--- src/rtl/load_align_unit_pkg.sv ---
// Purpose: shared funct3 load codes, FSM state encoding and load-type decode helpers.
// Latency: n/a (declarations and pure functions only).
// Backpressure: n/a.
package load_align_unit_pkg;

   // funct3 load codes
   localparam logic [2:0] F3_LB  = 3'b000;
   localparam logic [2:0] F3_LH  = 3'b001;
   localparam logic [2:0] F3_LW  = 3'b010;
   localparam logic [2:0] F3_LD  = 3'b011;
   localparam logic [2:0] F3_LBU = 3'b100;
   localparam logic [2:0] F3_LHU = 3'b101;
   localparam logic [2:0] F3_LWU = 3'b110;

   typedef enum logic [2:0] {
      ST_IDLE  = 3'd0,
      ST_REQ0  = 3'd1,
      ST_WAIT0 = 3'd2,
      ST_REQ1  = 3'd3,
      ST_WAIT1 = 3'd4,
      ST_RESP  = 3'd5
   } state_t;

   // 111 is never a load; LD and LWU only exist on a 64-bit data path.
   function automatic logic f3_illegal(input logic [2:0] f3, input int xlen);
      return (f3 == 3'b111) || ((xlen == 32) && ((f3 == F3_LD) || (f3 == F3_LWU)));
   endfunction

   // Access size in bytes: 1, 2, 4 or 8, encoded by funct3[1:0].
   function automatic logic [3:0] f3_size(input logic [2:0] f3);
      return 4'd1 << f3[1:0];
   endfunction

endpackage

--- src/rtl/load_align_unit_extract.sv ---
// Purpose: shift the {high,low} word pair down by the byte offset, truncate to the access size, extend.
// Latency: combinational, zero cycles.
// Backpressure: none; pure function of its inputs.
//
// Ports:
//   lo, hi  in  XLEN       first and second memory words (hi unused unless the load crosses a word)
//   offset  in  log2(B)    byte offset of the load inside the first word
//   funct3  in  3          load type; bit 2 selects zero extension, bits 1:0 the size
//   data    out XLEN       aligned, extended result
module load_extract #(
   parameter int XLEN = 32
) (
   input  logic [XLEN-1:0]              lo,
   input  logic [XLEN-1:0]              hi,
   input  logic [$clog2(XLEN/8)-1:0]    offset,
   input  logic [2:0]                   funct3,
   output logic [XLEN-1:0]              data
);

   logic [XLEN-1:0] shifted;
   logic [XLEN-1:0] keep;
   logic            sign;

   // Byte offset times eight gives the bit shift of the concatenated pair.
   assign shifted = XLEN'({hi, lo} >> {offset, 3'b000});

   always_comb begin
      keep = '1;
      sign = 1'b0;
      case (funct3[1:0])
         2'b00: begin
            keep = XLEN'(8'hFF);
            sign = shifted[7];
         end
         2'b01: begin
            keep = XLEN'(16'hFFFF);
            sign = shifted[15];
         end
         2'b10: begin
            keep = XLEN'(32'hFFFF_FFFF);
            sign = shifted[31];
         end
         default: begin
            // Full-width load: nothing to truncate or extend.
            keep = '1;
            sign = 1'b0;
         end
      endcase
   end

   // Unsigned variants (funct3[2]=1) never fill the upper bits.
   assign data = (shifted & keep) | ((sign && !funct3[2]) ? ~keep : '0);

endmodule

--- src/rtl/load_align_unit.sv ---
// Purpose: accept one load, fetch one or two aligned memory words, return aligned/extended data or an error.
// Latency: accept N -> rsp_valid N+3 (N+5 when split, N+1 on error) with a zero-wait memory.
// Backpressure: req_ready only in IDLE; mem_req and rsp held stable until their ready is seen.
//
// Ports:
//   clk, rst_n                               clock, asynchronous active-low reset
//   req_valid/req_ready/req_addr/req_funct3  load request handshake, byte address, load type
//   mem_req_valid/mem_req_ready/mem_addr     word-aligned read request to memory
//   mem_rvalid/mem_rdata                     read data return (one beat per request)
//   rsp_valid/rsp_ready/rsp_data/rsp_err     load response handshake
module load_align_unit
   import load_align_unit_pkg::*;
#(
   parameter int XLEN        = 32,
   parameter bit MISALIGN_EN = 1'b1
) (
   input  logic            clk,
   input  logic            rst_n,
   input  logic            req_valid,
   output logic            req_ready,
   input  logic [XLEN-1:0] req_addr,
   input  logic [2:0]      req_funct3,
   output logic            mem_req_valid,
   input  logic            mem_req_ready,
   output logic [XLEN-1:0] mem_addr,
   input  logic            mem_rvalid,
   input  logic [XLEN-1:0] mem_rdata,
   output logic            rsp_valid,
   input  logic            rsp_ready,
   output logic [XLEN-1:0] rsp_data,
   output logic            rsp_err
);

   localparam int BYTES = XLEN / 8;
   localparam int OFFW  = $clog2(BYTES);

   state_t          state, state_nxt;

   logic [OFFW-1:0] offset_q;
   logic [2:0]      funct3_q;
   logic            split_q;
   logic            err_q;
   logic [XLEN-1:0] lo_q;
   logic [XLEN-1:0] hi_q;
   logic [XLEN-1:0] mem_addr_q;
   logic [XLEN-1:0] extract_data;

   // Request decode, evaluated on the incoming request while IDLE.
   logic [OFFW-1:0] req_off;
   logic [4:0]      req_span;
   logic            req_split;
   logic            req_err;
   logic            accept;

   assign req_off   = req_addr[OFFW-1:0];
   assign req_span  = 5'(req_off) + 5'(f3_size(req_funct3));
   assign req_split = (req_span > 5'(BYTES));
   assign req_err   = f3_illegal(req_funct3, XLEN) || (req_split && !MISALIGN_EN);
   assign accept    = req_valid && (state == ST_IDLE);

   always_ff @(posedge clk or negedge rst_n) begin
      if (!rst_n) begin
         state <= ST_IDLE;
      end else begin
         state <= state_nxt;
      end
   end

   // Next state and handshake outputs. mem_rvalid is only looked at in the WAIT states.
   always_comb begin
      state_nxt     = state;
      req_ready     = 1'b0;
      mem_req_valid = 1'b0;
      rsp_valid     = 1'b0;
      case (state)
         ST_IDLE: begin
            req_ready = 1'b1;
            if (req_valid) begin
               state_nxt = req_err ? ST_RESP : ST_REQ0;
            end
         end
         ST_REQ0: begin
            mem_req_valid = 1'b1;
            if (mem_req_ready) begin
               state_nxt = ST_WAIT0;
            end
         end
         ST_WAIT0: begin
            if (mem_rvalid) begin
               state_nxt = split_q ? ST_REQ1 : ST_RESP;
            end
         end
         ST_REQ1: begin
            mem_req_valid = 1'b1;
            if (mem_req_ready) begin
               state_nxt = ST_WAIT1;
            end
         end
         ST_WAIT1: begin
            if (mem_rvalid) begin
               state_nxt = ST_RESP;
            end
         end
         ST_RESP: begin
            rsp_valid = 1'b1;
            if (rsp_ready) begin
               state_nxt = ST_IDLE;
            end
         end
         default: begin
            state_nxt = ST_IDLE;
         end
      endcase
   end

   // Per-load context and captured memory words.
   always_ff @(posedge clk or negedge rst_n) begin
      if (!rst_n) begin
         offset_q   <= '0;
         funct3_q   <= '0;
         split_q    <= 1'b0;
         err_q      <= 1'b0;
         lo_q       <= '0;
         hi_q       <= '0;
         mem_addr_q <= '0;
      end else begin
         if (accept) begin
            offset_q   <= req_off;
            funct3_q   <= req_funct3;
            split_q    <= req_split;
            err_q      <= req_err;
            lo_q       <= '0;
            hi_q       <= '0;
            mem_addr_q <= {req_addr[XLEN-1:OFFW], {OFFW{1'b0}}};
         end
         if ((state == ST_WAIT0) && mem_rvalid) begin
            lo_q <= mem_rdata;
            // Advance to the next word now; mem_req_valid is low here so the bus sees no change
            // during a pending request. Wraps naturally at the top of the address space.
            if (split_q) begin
               mem_addr_q <= mem_addr_q + XLEN'(BYTES);
            end
         end
         if ((state == ST_WAIT1) && mem_rvalid) begin
            hi_q <= mem_rdata;
         end
      end
   end

   load_extract #(
      .XLEN(XLEN)
   ) u_extract (
      .lo     (lo_q),
      .hi     (hi_q),
      .offset (offset_q),
      .funct3 (funct3_q),
      .data   (extract_data)
   );

   // Response fields come straight from registers, so they stay stable for the whole RESP state.
   assign mem_addr = mem_addr_q;
   assign rsp_err  = rsp_valid && err_q;
   assign rsp_data = (rsp_valid && !err_q) ? extract_data : '0;

endmodule

--- config.mk ---
export PLATFORM = sky130hd
export DESIGN_NAME = load_align_unit
export DESIGN_NICKNAME = d
export VERILOG_FILES = /design/src/rtl/load_align_unit_pkg.sv /design/src/rtl/load_align_unit_extract.sv /design/src/rtl/load_align_unit.sv
export SDC_FILE = /design/constraint.sdc
export NUM_CORES = 1
export LEC_CHECK = 0
export ABC_CLOCK_PERIOD_IN_PS = 3800
export CAP_MARGIN = 5
export CORE_ASPECT_RATIO = 0.6
export CORE_MARGIN = 2
export CORE_UTILIZATION = 40
export CTS_BUF_LIST = sky130_fd_sc_hd__clkbuf_4 sky130_fd_sc_hd__clkbuf_8 sky130_fd_sc_hd__clkbuf_16
export DETAILED_ROUTE_END_ITERATION = 6
export PLACE_DENSITY = 0.67
export REMOVE_ABC_BUFFERS = 1
export SYNTH_ARGS = -nofsm -noshare
export SYNTH_HDL_FRONTEND = slang
export SYNTH_SLANG_ARGS = --single-unit
--- constraint.sdc ---
create_clock -name clk -period 3.8 [get_ports clk]
set_clock_uncertainty 0.1 [all_clocks]
set_input_delay 0.95 -clock clk [delete_from_list [all_inputs] [get_ports clk]]
set_output_delay 0.95 -clock clk [all_outputs]
set_load 0.05 [all_outputs]
Word level (Yosys, flattened, before mapping)
Cells that the tools add are included.
{"block": "op_classes", "add_sub_neg": 2, "order_cmp": 1, "n_eq_ne": 16, "shifts": 2, "mux": 22, "bitwise_logic": 3, "n_reduce_logical": 16}
{"op": "32-bit two-way mux", "count": 8}
{"op": "32-bit case mux with 2 select lines", "count": 1}
{"op": "64-bit by 5-bit right shift with 32-bit output", "count": 1}
{"op": "32-bit by 3-bit adder with 32-bit output, second input constant", "count": 1}
{"op": "32-bit AND", "count": 1}
{"op": "32-bit NOT", "count": 1}
{"op": "32-bit bitwise OR", "count": 1}
{"op": "3-bit two-way mux", "count": 8}
{"op": "3-bit case mux with 6 select lines", "count": 1}
{"op": "3-bit equality test, second input constant", "count": 4}
{"op": "2-bit != test, second input constant", "count": 6}
{"op": "3-bit by 2-bit equality test with 1-bit output, second input constant", "count": 3}
{"op": "1-bit logical AND", "count": 6}
{"op": "6-bit AND reduction", "count": 1}
{"op": "2-bit by 4-bit adder with 5-bit output", "count": 1}
{"op": "5-bit by 3-bit greater-than comparator with 1-bit output, second input constant", "count": 1}
{"op": "2-bit nonzero test", "count": 2}
{"op": "1-bit by 2-bit left shift with 4-bit output, first input constant", "count": 1}
{"op": "3-bit by 1-bit equality test with 1-bit output, second input constant", "count": 1}
{"op": "3-bit logical NOT", "count": 1}
{"op": "1-bit two-way mux", "count": 3}
{"op": "1-bit case mux with 3 select lines", "count": 1}
{"op": "2-bit by 1-bit equality test with 1-bit output, second input constant", "count": 1}
{"op": "2-bit equality test, second input constant", "count": 1}
{"op": "4 further kinds", "count": 6}
{"block": "totals", "register_bits": 106, "in_bits": 73, "out_inout_bits": 68, "wordCells": 70}

Depth between registers and ports, before layout
Gate-level depths: netlist of run 1.
{"block": "logic_depth", "depth_word": 6, "mapped_depth": 8, "mapped_depth_nobuf": 8}

Hierarchy
A second synthesis of run 1 with hierarchy kept.
{"block": "hier_totals", "cells_unflattened": 684, "area_unflattened_um2": 6319.8}
{"mod": "load_align_unit", "instances": 1, "cells_each": 583, "area_each_um2": 5216.3, "seq_area_each_um2": 2652.5}
{"mod": "load_extract", "instances": 1, "cells_each": 101, "area_each_um2": 1103.6, "seq_area_each_um2": 0.0}

Worst setup path before layout of run 1
OpenSTA, ideal clock, no wires.
{"block": "synth_timing", "path_kind": "flip-flop to output port", "start": "register offset_q[0]", "end": "output port rsp_data[29]", "arrival_time_ns": 2.352, "required_time_ns": 2.750, "setup_slack_ns": 0.398, "stages_incl_launch_ff": 7, "path_buffers": 3, "path_cell_list": "dfrtp_1 buf_2 inv_1 buf_1 clkbuf_1 a21oi_1 o21ai_0"}
{"block": "synth_between", "elab_chain_len": 6, "elab_cells_between_ends": 7, "classes_between": "shift (1); mux (3); bitwise (2); reduce/logical (1)"}
{"item": "start: declaration", "line_no": "load_align_unit.sv:39", "text": "logic [OFFW-1:0] offset_q;"}
{"item": "start signal: assignment", "line_no": "load_align_unit.sv:128", "text": "offset_q <= req_off;"}
{"item": "64-bit by 5-bit right shift with 32-bit output (*)", "line_no": "load_align_unit_extract.sv:25", "text": "assign shifted = XLEN'({hi, lo} >> {offset, 3'b000});"}
{"item": "1-bit case mux with 3 select lines", "line_no": "load_align_unit_extract.sv:30", "text": "case (funct3[1:0])"}
{"item": "1-bit logical AND", "line_no": "load_align_unit_extract.sv:52", "text": "assign data = (shifted & keep) | ((sign && !funct3[2]) ? ~keep : '0);"}
{"item": "32-bit two-way mux", "line_no": "load_align_unit_extract.sv:52"}
{"item": "32-bit bitwise OR (*)", "line_no": "load_align_unit_extract.sv:52"}
{"item": "32-bit two-way mux (*)", "line_no": "load_align_unit.sv:163", "text": "assign rsp_data = (rsp_valid && !err_q) ? extract_data : '0;"}
{"item": "end: declaration", "line_no": "load_align_unit.sv:30", "text": "output logic [XLEN-1:0] rsp_data,"}
Mark *: on every way between the ends. The rest lies on a longest branch, timed or not.

Worst setup path after layout of run 1
{"block": "layout_timing", "start": "register state[2]", "end": "output port rsp_data[22]"}
{"block": "layout_between", "elab_chain_len": 4}
{"item": "start: declaration", "line_no": "load_align_unit.sv:37", "text": "state_t state, state_nxt;"}
{"item": "start signal: assignment", "line_no": "load_align_unit.sv:65", "text": "state <= state_nxt;"}
{"item": "3-bit equality test", "line_no": "load_align_unit.sv:75", "text": "case (state)"}
{"item": "1-bit two-way mux", "line_no": "load_align_unit.sv:75"}
{"item": "1-bit logical AND", "line_no": "load_align_unit.sv:163"}
{"item": "32-bit two-way mux", "line_no": "load_align_unit.sv:163"}
Every way passes these cells.

==> run_results.csv, run 1 <==
group,metric,value,unit
logic_synthesis,synth_top_area_cell,"dfrtp_1",
power,power_frac_seq,0.321,
cts,cts_tree,"done",
die,rows,33,
worst_hold_path,min-delay-start,"hi_q[13]$_DFFE_PN0P_",
critical_path,setup.worst_path.end_class,"primary output",
power,switching_share,0.4640,
logic_synthesis,synth_top_area_frac,0.4399,
global_routing,grt_max_degree,62,
critical_path,rrSetupSlack,1400,ps
die,core-area,13630,um^2
critical_path,crit_required,2750,ps
critical_path,timing.rr.end,"mem_addr[25]$_DFF_PN0_",
logic_synthesis,syn_inst,641,
placed_design,portBuffers,140,
detailed_routing,ant_nets,0,
critical_path,critPathKind,"register to primary output",
placed_design,dpl.hpwl,12.47,mm
sta,tightest_slew,1009,ps
cts,clockRootBuffer,"clkbuf_16",
finish,final_nets,845,
cts,clock_path_buffers,2,
die,die_h,95.45,um
sta,finalCritPeriodShare,0.9325,
critical_path,r2r_start,"mem_addr[8]$_DFF_PN0_",
cts,clkLatencyLatePin,340,ps
logic_synthesis,synth-warning-count,0,
critical_path,rr_worst_depth,5,
global_routing,antenna_found_initial,1,
critical_path,cp.arrival,2490,ps
power,intPower,3.239,mW
global_routing,grt_pass1_vias,5129,
cts,cts_hold_buffers,0,
global_routing,grt_use_total,0.2380,
power,cellPowerDensity,784.6,nW/um^2
power,comb_power_share,0.515,
detailed_routing,via_count,5367,
logic_synthesis,synthArstFlopShare,1.000,
finish,final_util,0.5653,
sta,grt_setup_unrepaired,"false",
global_routing,use_met3,0.04591,
worst_hold_path,hold_end,"hi_q[13]$_DFFE_PN0P_",
power,p_leak,3.231,nW
finish,diodes,0,
detailed_routing,dr.pass1.iters,5,
detailed_routing,vias_per_cell,5.661,
die,design.die.area,14930,um^2
logic_synthesis,synth_edf_count,0,
placed_design,post_dp_cell_area,7378,um^2
worst_hold_path,hold_class,"register to register",
detailed_routing,drtIter0Drc,310,
power,power.total,6.043,mW
logic_synthesis,ys_seq_area_frac,0.4399,
global_routing,use_met1,0.3621,
detailed_routing,routed_wirelength,17.28,mm
logic_synthesis,synth_flop_cell,"dfrtp_1",
die,io-pin-count,141,
power,switchingPower,2.804,mW
critical_path,path_max_fanout,16,
sta,setup_viol,0,
finish,fill_cells,1212,
sta,tns,0,ps
logic_synthesis,synthTopCellsByArea,"dfrtp_1, nand2_1, o21ai_0, mux2i_1, nor2_1",
cts,cts_buffers,9,
die,start_util,0.4092,
detailed_routing,drc,0,
critical_path,cp-start-kind,"register",
power,clock_power_share,0.164,
placed_design,routabilityCongestion,0.8924,
power,ir_drop,371.5,uV
finish,regArea,2454,um^2
sta,max_freq,0.2822,GHz
cts,clk_pin_slew_worst_paths,70,ps
outcome,outcome,"complete, no violations",
worst_hold_path,hold-path-cell-count,1,
finish,final_common_cell,"nand2_1",
global_routing,grt_overflow,0,
global_routing,grt_pass1_wl,27.61,mm
finish,final_area,7702,um^2
logic_synthesis,ys_types,56,
logic_synthesis,netlist_area,5575,um^2
flow_run,maxCapViolCount,0,
die,die_w,156.4,um
logic_synthesis,syn_area_per_cell,8.698,um^2
cts,clock_sinks,98,
finish,mostFrequentLayoutCells,"nand2_1, clkdlybuf4s50_1, dfrtp_1",
global_routing,top_usage_layer,"met1",
sta,finalHoldViolCount,0,
cts,htreeDepth,3,
sta,finalMaxSlewViolations,0,
sta,fin_crit,3544,ps
finish,syn2layout_area_growth,38.15,%
sta,slew_headroom,0.3214,
logic_synthesis,synth-seq-cells,98,
finish,layout-drive-gt1-share,0.1281,
finish,multiInputGateArea,2884,um^2
global_routing,gr-usage-met2,0.3521,
detailed_routing,wl_per_cell,18.23,um
## worst max-delay path: stages (launching register included)
cell	delay, ps
dfrtp_1	580
nor2b_1	250
nand2_1	110
nor2_1	150
nand2_1	390
o21ai_0	480
buf_12	190
## state kept, by name, indices dropped and copies added, names as in the netlist
name	count
split_q	1
funct3_q	3
err_q	1
lo_q	32
offset_q	2
mem_addr	32
hi_q	24
state	3
## timing repair
item | in CTS | in global routing
setup endpoints to repair | 0 | 1
hold endpoints to repair | 0 | 0
setup buffers | 0 | 0
gates resized for setup | 0 | 1
## synth_stat cells (15+ instances only)
cell type	count
nand2_1	115
dfrtp_1	98
o21ai_0	65
nor2_1	57
a21oi_1	35
mux2i_1	30
a22o_1	24
clkbuf_1	23
nand3_1	18
nor3_1	16
mux2_2	15
## stage by stage
step                      cells  setup slack, ps  hold WS, ps
after floorplan             596           -944.1        360.6
after global placement      932            721.5        377.5
after detailed placement    932            610.6        381.2
after CTS                   948            237.7        403.2
after global routing        948            23.36        427.2
final                       948            256.5        398.8
## cell type report
class | instances | share of cell area
sequential | 98 | 0.3186
multi-input combinational | 486 | 0.3744
clock buffer | 11 | 0.03200
timing repair buffer | 161 | 0.2307
clock inverter | 5 | 0.01007
inverter | 12 | 0.005848
tap | 175 | 0.02843
## metal layers
metal	part of all wire	up-vias
met5	0.00075	-
met4	0.0079	2
met3	0.079	16
met2	0.42	223
met1	0.49	2558
li1	-	2568
## power groups by stage
stage	registers (mW)	logic (mW)	clock network [mW]
finish	1.94	3.11	0.993
global route	2.01	3.35	1.05
CTS	1.93	3.10	1.02
detailed placement	1.94	3.10	0
global placement	1.92	3.06	0
floorplan	2.43	1.46	0
## worst max-delay path by stage
stage               cells past startpoint            startpoint                endpoint  slack, ps
floorplan                               3             req_valid     hi_q[0]$_DFFE_PN0P_       -940
global placement                        6  state[2]$_DFFE_PN0P_            rsp_data[22]        720
detailed placement                      5            mem_rvalid  mem_addr[17]$_DFF_PN0_        610
CTS                                     6  state[2]$_DFFE_PN0P_            rsp_data[28]        240
global route                            6  state[2]$_DFFE_PN0P_            rsp_data[31]         20
finish                                  6  state[2]$_DFFE_PN0P_            rsp_data[22]        260
## cell families (layout without fill, tap and decap cells)
kind of cell	Yosys count	in the layout	synth area share
simple gates	253	253	0.2110
fa+ha+maj	4	4	0.01032
compound gates	183	183	0.2083
xor+xnor	1	1	0.001571
mux	45	45	0.08416
flops	98	98	0.4399
buf+inv	57	189	0.04488
No activity file was read; power rests on OpenSTA's default activity.
==> run 2, diff against run 1 <==
--- a/config.mk
+++ b/config.mk
@@ -11,6 +11,7 @@
 export CORE_MARGIN = 2
 export CORE_UTILIZATION = 40
 export CTS_BUF_LIST = sky130_fd_sc_hd__clkbuf_4 sky130_fd_sc_hd__clkbuf_8 sky130_fd_sc_hd__clkbuf_16
+export CTS_CLUSTER_SIZE = 14
 export DETAILED_ROUTE_END_ITERATION = 6
 export PLACE_DENSITY = 0.67
 export REMOVE_ABC_BUFFERS = 1
==> results of run 2 <==
The final DEF is identical to that of run 1; final timing and power are the same.
==> run 3, diff against run 2 <==
--- a/config.mk
+++ b/config.mk
@@ -9,11 +9,11 @@
 export CAP_MARGIN = 5
 export CORE_ASPECT_RATIO = 0.6
 export CORE_MARGIN = 2
-export CORE_UTILIZATION = 40
+export CORE_UTILIZATION = 45
 export CTS_BUF_LIST = sky130_fd_sc_hd__clkbuf_4 sky130_fd_sc_hd__clkbuf_8 sky130_fd_sc_hd__clkbuf_16
 export CTS_CLUSTER_SIZE = 14
 export DETAILED_ROUTE_END_ITERATION = 6
-export PLACE_DENSITY = 0.67
+export PLACE_DENSITY = 0.74
 export REMOVE_ABC_BUFFERS = 1
 export SYNTH_ARGS = -nofsm -noshare
 export SYNTH_HDL_FRONTEND = slang
==> run_results.csv, run 3 (same netlist as run 1, synthesis figures left out) <==
group,metric,value,unit
finish,final_nets,843,
finish,mostFrequentLayoutCells,"nand2_1, clkdlybuf4s50_1, dfrtp_1",
critical_path,r2r_start,"mem_addr[8]$_DFF_PN0_",
sta,max_freq,0.2783,GHz
critical_path,cp.arrival,2540,ps
finish,regArea,2454,um^2
sta,finalMaxSlewViolations,0,
sta,tightest_slew,1203,ps
global_routing,grt_use_total,0.2581,
critical_path,crit_path_top_delay_cell,"dfrtp_1",
placed_design,routabilityCongestion,0.9415,
die,io-pin-count,141,
cts,cts_tree,"done",
critical_path,crit_buf_inv,1,
cts,clkLatencyLatePin,350,ps
power,cellPowerDensity,788.9,nW/um^2
cts,cts_setup_buffers,0,
finish,syn2layout_area_growth,37.95,%
critical_path,crit_required,2750,ps
die,design.die.area,13330,um^2
detailed_routing,routed_wirelength,16.98,mm
critical_path,startpoint,"state[2]$_DFFE_PN0P_",
critical_path,path_max_fanout,16,
detailed_routing,via_count,5444,
finish,diodes,0,
global_routing,grt_max_degree,65,
sta,fin_crit,3594,ps
sta,tns,0,ps
placed_design,dpl.hpwl,12.34,mm
global_routing,grt_pass1_vias,5223,
die,die_h,90.22,um
finish,fill_cells,1006,
flow_run,maxCapViolCount,0,
detailed_routing,dr.pass1.iters,5,
sta,whs,397.7,ps
global_routing,antenna_found_initial,0,
cts,cts_buffers,9,
cts,clock_sinks,98,
power,ir_drop,388.9,uV
die,core-area,12060,um^2
critical_path,timing.critical_path.mode_cell,"nand2_1",
global_routing,grt_overflow,0,
cts,clockRootBuffer,"clkbuf_16",
sta,grt_setup_unrepaired,"false",
cts,htreeDepth,3,
die,rows,31,
detailed_routing,ant_nets,0,
finish,final_common_cell,"nand2_1",
detailed_routing,vias_per_cell,5.816,
sta,finalCritPeriodShare,0.9457,
placed_design,portBuffers,140,
detailed_routing,drtIter0Drc,488,
finish,layout-drive-gt1-share,0.1258,
cts,cts_hold_buffers,0,
worst_hold_path,hold_class,"register to register",
outcome,outcome,"complete, no violations",
cts,cts.repair.resized,0,
detailed_routing,drc,0,
critical_path,max_stage_delay,590,ps
finish,multiInputGateArea,2884,um^2
critical_path,crit_chain,"nor2b_1 -> nand2_1 -> nor2_1 -> nand2_1 -> o21ai_0 -> buf_12",
sta,setup_viol,0,
critical_path,cp-start-kind,"register",
power,p_leak,3.221,nW
critical_path,setup.worst_path.end_class,"primary output",
die,die_w,147.7,um
die,start_util,0.4622,
critical_path,critPathKind,"register to primary output",
detailed_routing,wl_per_cell,18.14,um
sta,slew_headroom,0.1906,
cts,clk_pin_slew_worst_paths,70,ps
global_routing,grt_pass1_wl,27.37,mm
worst_hold_path,min-delay-start,"mem_addr[0]$_DFFE_PN0P_",
sta,finalHoldViolCount,0,
critical_path,cp_top_family,"simple AND/OR/NAND/NOR gates",
cts,clock_path_buffers,2,
run 3: through the flow:
step | power, mW | setup slack, ps | instances | util | cell area, um^2
global route | 6.430 | 57.31 | 936 | 0.6376 | 7691
floorplan | 3.887 | -944.1 | 596 | - | 5370
finish | 6.067 | 206.5 | 936 | 0.6376 | 7691
global placement | 4.954 | 662.8 | 920 | 0.6104 | 7363
CTS | 6.071 | 211.1 | 936 | 0.6376 | 7691
detailed placement | 5.047 | 611.2 | 920 | 0.6104 | 7363
run 3: layout make-up:
type                            count  share of cell area
Multi-Input combinational cell    486              0.3750
Sequential cell                    98              0.3190
Timing Repair Buffer              159              0.2307
Clock buffer                       10             0.03107
Tap cell                          165             0.02684
Clock inverter                      6             0.01155
Inverter                           12            0.005857
run 3: final timing paths:
check | endpoint | slack, ps | cells after the start
max | rsp_data[20] | 210 | 6
min | mem_addr[0]$_DFFE_PN0P_ | 400 | 1
max reg2reg | mem_addr[29]$_DFF_PN0_ | 1190 | 5
min reg2reg | mem_addr[0]$_DFFE_PN0P_ | 400 | 1
max in group asynchronous | hi_q[12]$_DFFE_PN0P_ | 2260 | 2
min in group asynchronous | hi_q[19]$_DFFE_PN0P_ | 510 | 1
run 3: per-layer routing:
layer / vias to the layer above / part of all wire / GRT usage
met5: - / 0 / 0
met4: 0 / 0.014 / 0.06891
met3: 17 / 0.079 / 0.05990
met2: 229 / 0.43 / 0.3721
met1: 2644 / 0.47 / 0.3886
li1: 2554 / - / -
run 3: where the power goes:
| part | internal, mW | total (mW) | switching (mW) |
|---|---|---|---|
| clock network | 0.597 | 1.01 | 0.413 |
| registers | 1.47 | 1.95 | 0.475 |
| logic | 1.17 | 3.11 | 1.94 |
